==> config.mk <==
export PLATFORM = sky130hd
export DESIGN_NAME = unidade_entrada
export DESIGN_NICKNAME = d
export VERILOG_FILES = /design/src/rtl/unidade_entrada.sv
export SDC_FILE = /design/constraint.sdc
export NUM_CORES = 1
export LEC_CHECK = 0
export ABC_AREA = 1
export ABC_CLOCK_PERIOD_IN_PS = 2600
export CAP_MARGIN = 20
export CORE_ASPECT_RATIO = 1.2
export CORE_UTILIZATION = 35
export DETAILED_ROUTE_END_ITERATION = 10
export SLEW_MARGIN = 30
export SYNTH_ARGS = -nofsm -noshare
export SYNTH_HDL_FRONTEND = slang
export SYNTH_SLANG_ARGS = --single-unit
==> constraint.sdc <==
create_clock -name Clock -period 2.6 [get_ports Clock]
set_clock_uncertainty 0.1 [all_clocks]
set_input_delay 0.65 -clock Clock [delete_from_list [all_inputs] [get_ports Clock]]
set_output_delay 0.65 -clock Clock [all_outputs]
set_load 0.005 [all_outputs]
==> src/rtl/unidade_entrada.sv <==
// IN-path producer: stalls on an IN instruction until the operator confirms with a
// debounced push-button, latches the synchronized switches, then releases the stall for one retire cycle.
module unidade_entrada #(
    parameter int DATA_W          = 14,
    parameter int DEBOUNCE_CYCLES = 250000
) (
    input  logic              Clock,
    input  logic              Reset,
    input  logic              In,
    input  logic [DATA_W-1:0] Chaves,
    input  logic              BotaoConfirma,
    output logic [DATA_W-1:0] DadoLido_Entrada,
    output logic              Pausa,
    output logic              EsperandoEntrada,
    output logic              Valido
);
    localparam int CNT_W = (DEBOUNCE_CYCLES > 2) ? $clog2(DEBOUNCE_CYCLES) : 1;
    localparam logic [CNT_W-1:0] CNT_LAST = CNT_W'(DEBOUNCE_CYCLES - 1);

    typedef enum logic [1:0] {
        OCIOSO        = 2'd0,
        ESPERA_SOLTAR = 2'd1,
        ESPERA_APERTO = 2'd2,
        CONCLUIDO     = 2'd3
    } estado_t;

    estado_t           state_q, state_d;
    logic              btn_meta_q, btn_meta_d;
    logic              btn_sync_q, btn_sync_d;
    logic [DATA_W-1:0] chv_meta_q, chv_meta_d;
    logic [DATA_W-1:0] chv_sync_q, chv_sync_d;
    logic              deb_q, deb_d;
    logic [CNT_W-1:0]  cnt_q, cnt_d;
    logic [DATA_W-1:0] dado_q, dado_d;
    logic              espera_q, espera_d;
    logic              valido_q, valido_d;

    always_comb begin
        btn_meta_d = BotaoConfirma;
        btn_sync_d = btn_meta_q;
        chv_meta_d = Chaves;
        chv_sync_d = chv_meta_q;

        deb_d = deb_q;
        cnt_d = '0;
        if (btn_sync_q != deb_q) begin
            if (cnt_q == CNT_LAST) begin
                deb_d = btn_sync_q;
            end else begin
                cnt_d = cnt_q + CNT_W'(1);
            end
        end

        state_d = state_q;
        dado_d  = dado_q;
        unique case (state_q)
            OCIOSO: begin
                if (In) state_d = ESPERA_SOLTAR;
            end
            ESPERA_SOLTAR: begin
                // A rise landing on this edge keeps us here, so APERTO is always entered with the button released.
                if (!In)                 state_d = OCIOSO;
                else if (!deb_q && !deb_d) state_d = ESPERA_APERTO;
            end
            ESPERA_APERTO: begin
                if (!In) begin
                    state_d = OCIOSO;
                end else if (deb_q) begin
                    state_d = CONCLUIDO;
                    dado_d  = chv_sync_q;
                end
            end
            CONCLUIDO: begin
                state_d = OCIOSO;
            end
            default: state_d = OCIOSO;
        endcase

        espera_d = (state_d == ESPERA_SOLTAR) || (state_d == ESPERA_APERTO);
        valido_d = (state_d == CONCLUIDO);
    end

    always_ff @(posedge Clock or posedge Reset) begin
        if (Reset) begin
            state_q    <= OCIOSO;
            btn_meta_q <= 1'b0;
            btn_sync_q <= 1'b0;
            chv_meta_q <= '0;
            chv_sync_q <= '0;
            deb_q      <= 1'b0;
            cnt_q      <= '0;
            dado_q     <= '0;
            espera_q   <= 1'b0;
            valido_q   <= 1'b0;
        end else begin
            state_q    <= state_d;
            btn_meta_q <= btn_meta_d;
            btn_sync_q <= btn_sync_d;
            chv_meta_q <= chv_meta_d;
            chv_sync_q <= chv_sync_d;
            deb_q      <= deb_d;
            cnt_q      <= cnt_d;
            dado_q     <= dado_d;
            espera_q   <= espera_d;
            valido_q   <= valido_d;
        end
    end

    // Stall must rise in the same cycle as In so the PC never passes an unconfirmed IN.
    assign Pausa            = ((state_q == OCIOSO) && In) ||
                              (state_q == ESPERA_SOLTAR) || (state_q == ESPERA_APERTO);
    assign DadoLido_Entrada = dado_q;
    assign EsperandoEntrada = espera_q;
    assign Valido           = valido_q;
endmodule
## Yosys cells after proc, flatten, opt, wreduce, memory -nomap -nowiden

Index checks and enable logic that the tools add are counted.

| word-level totals | value |
|---|---|
| word-level logic and storage cells | 38 |
| register bits | 67 |
| output and inout port bits | 17 |

| operators by class | value |
|---|---|
| add/subtract/negate cells | 1 |
| mux-type cells | 10 |
| eq/ne operators | 8 |
| reduce and logical (&&, ||, !) cells | 9 |

Operators by type and width:

| cell | count |
|---|---|
| 2-to-1 mux 18 bit | 2 |
| adder 18 x 1 -> 18 bit (second input constant) | 1 |
| equality test 18 bit (second input constant) | 1 |
| 2-to-1 mux 2 bit | 5 |
| equality test 2 bit (second input constant) | 4 |
| case mux 2 bit (4 select lines) | 1 |
| equality test 2 x 1 -> 1 bit (second input constant) | 2 |
| logical OR 1 bit | 3 |
| AND reduction 3 bit | 1 |
| logical AND 1 bit | 2 |
| zero test 1 bit | 2 |
| zero test 2 bit | 1 |
| 2-to-1 mux 1 bit | 2 |
| inequality test 1 bit | 1 |

## Longest topological paths before layout

| depth | value |
|---|---|
| depth after elaboration | 10 |
| gate-level depth with buffers | 9 |
| mapped depth without buffers | 9 |

## Worst setup path before layout

No wires, ideal clock.

| timing | value |
|---|---|
| path type | input to output |
| from | input port In |
| to | output port Pausa |
| setup slack | 975 ps |
| data arrival time | 875 ps |
| cell stages on the path | 2 |
| path through | o21ai_0 > o21ai_0 |

| between the ends | value |
|---|---|
| longest elaborated chain between the ends | 3 |

RTL lines:

| item | line | text |
|---|---|---|
| start, declared | 9 | `input logic In,` |
| logical AND 1 bit | 110 | `assign Pausa = ((state_q == OCIOSO) && In) \|\|` |
| logical OR 1 bit | 110 |  |
| logical OR 1 bit | 111 | `(state_q == ESPERA_SOLTAR) \|\| (state_q == ESPERA_APERTO);` |
| end, declared | 13 | `output logic Pausa,` |

No other way between the ends.

## Final worst setup path

Same ends and word-level chain as after synthesis.

==> flow_summary.ini <==
[timing]
relSlewSlack_pct = 76.5
worst_pin_slew_ns = 0.352
finalSetupTns_ns = 0
max_freq_mhz = 394
rsz0062_at_grt = no
setup_viol = 0
drv_slew = 0
hold_violations = 0
period_minus_slack_ns = 2.54
timing.final.crit_share_pct = 97.7

[power_and_ir_drop]
power.leakage_nw = 1.52
powerDensity_nw_per_um2 = 626
irDropWorstVdd_v = 0.000346

[clock_tree]
cts.repair.resized = 0
clkTransAtPathRegs_ns = 0.08
htreeDepth = 3
clkLatencyLatePin_ns = 0.35
cts.root.buffer_cell = clkbuf_8
clock_path_buffers = 2
cts.sinks = 67
holdBufCountCts = 0
cts_tree = built
post_cts_buffers = 0
cts_buffers = 9

[worst_hold_path]
hold_class = flop to flop

[grt]
grt_pass1_wl_um = 7690
grt_pass1_vias = 1670
grt_overflow = 0
grt_max_degree = 68
grt_antenna_before_repair = 0
grt_use_total_pct = 13.4

[setup_path]
cp_max_fo = 2
critPathCaptureType = primary output
required_ns = 1.85
path_class = primary input to primary output
start_kind = primary input
crit_arrival_ns = 1.79

[yosys]
synthCells = 234
syn_area_um2 = 2620
async_flop_share_pct = 100
synth_nets = 254
synth_edf_count = 0
syn_area_per_cell_um2 = 11.2
ys_seq_area_share_pct = 64.0
ys_seq_elements = 67
ys.flop_type = dfrtp_1
yosysUniqueCellTypes = 24
yosys_warnings = 0

[routing]
wl_um = 4560
ant_nets = 0
vias_per_cell = 4.60
drt_iter0_drc = 65
drcViolationCount = 0
post_drt_wl_per_cell_um = 12.2
firstDrtPassIters = 4
via_count = 1725

[die]
start_util_pct = 36.2
core-area_um2 = 7230
floorplan.die_area_um2 = 7840
die_y_um = 96.8
io_pins = 35
std_cell_rows = 34
die_w_um = 81.0

[place]
dpl_cell_area_um2 = 3090
io_buffers = 34
place_congestion = 0.866
dp_hpwl_um = 3160

[layout]
fillers = 693
nets = 300
synthToLayoutAreaGrowth_pct = 25.7
layout_commonest_cell = dfrtp_1
mostFrequentLayoutCells = 67 x dfrtp_1, 43 x nor2_1, 42 x nand2_1, 34 x clkdlybuf4s50_1
fin_area_um2 = 3290
drive_above_1_share_pct = 15.4
antenna_cells = 0

[run]
cap_violations = 0

[run_status]
status = complete, no violations
-- final cells by class --
class | instances | area, µm² | share of cell area [%]
inverter | 17 | 63.8 | 1.94
timing repair buffer | 37 | 375 | 11.4
tap | 90 | 113 | 3.42
clock buffer | 10 | 138 | 4.18
sequential | 67 | 1680 | 50.9
multi-input combinational | 148 | 865 | 26.2
clock inverter | 6 | 63.8 | 1.94
-- synth_stat cells, drive strengths merged, types with 2 or more instances --
master  number  area share [%]
xnor2        6             2.0
o21ai        2            0.38
nor2        48             7.5
a21oi        3            0.57
ha           2            0.95
nand3       18             4.1
and2         2            0.48
mux2        14             7.3
xor2         6             2.0
dfrtp       67              64
inv         17             2.4
nand2       43             6.3
-- flip-flops by register name, indices dropped and copies added, names as in the netlist --
register / cells
DadoLido_Entrada: 14
EsperandoEntrada: 1
Valido: 1
btn_meta_q: 1
btn_sync_q: 1
chv_meta_q: 14
chv_sync_q: 14
cnt_q: 18
deb_q: 1
state_q: 2
-- logic make-up (layout without fill, tap and decap cells) --
family                     Yosys count  after routing  share of synthesized area, %
AOI/OAI and AO/OA                    5              5                         0.955
xor gates and xnor gates            12             12                          4.01
adders and majority gates            2              2                         0.955
buffers and inverters               19             70                          3.01
DFF                                 67             67                          64.0
muxes                               14             14                          7.31
and+or+nand+nor                    115            115                          19.8
-- through the flow --
stage	utilization [%]	worst slack [ns]	total power [mW]	cells	hold slack, ns
detailed placement	42.8	0.0588	1.22	359	0.235
finish	45.6	0.0601	2.06	375	0.239
floorplan	-	0.167	1.16	234	0.231
global placement	42.8	0.0670	1.22	359	0.231
CTS	45.6	0.0490	2.10	375	0.246
global route	45.6	0.000385	2.16	375	0.247
-- per-layer routing --
layer | up-vias | part of all wire (%) | track usage, %
li1 | 827 | - | -
met5 | - | 0 | 0
met3 | 13 | 4.6 | 4.06
met4 | 0 | 3.4 | 9.07
met2 | 42 | 46 | 19.3
met1 | 843 | 46 | 16.9
-- worst max-delay path, stage by stage --
cell and delay, ns:
clkdlybuf4s50_1 0.47, o21ai_0 0.08, o21ai_0 0.07, clkdlybuf4s50_1 0.51
-- worst paths after layout --
path | startpoint | to | slack [ns] | cells after the start
worst max-delay path | In | Pausa | 0.06 | 4
worst min-delay path | chv_meta_q[0]$_DFF_PP0_ | chv_sync_q[0]$_DFF_PP0_ | 0.24 | 0
worst max register to register | cnt_q[0]$_DFF_PP0_ | EsperandoEntrada$_DFF_PP0_ | 0.70 | 7
min in group asynchronous | Reset | cnt_q[7]$_DFF_PP0_ | 0.59 | 3
worst min register to register | chv_meta_q[0]$_DFF_PP0_ | chv_sync_q[0]$_DFF_PP0_ | 0.24 | 0
max in group asynchronous | Reset | chv_sync_q[9]$_DFF_PP0_ | 1.54 | 3
-- report_power, final --
| group | switching [mW] | leakage, nW | internal, mW |
|---|---|---|---|
| Combinational | 0.0512 | 0.560 | 0.0549 |
| Clock | 0.393 | 0.0987 | 0.468 |
| Sequential | 0.0161 | 0.860 | 1.08 |
Note: power is estimated with default switching activity, not from simulation.
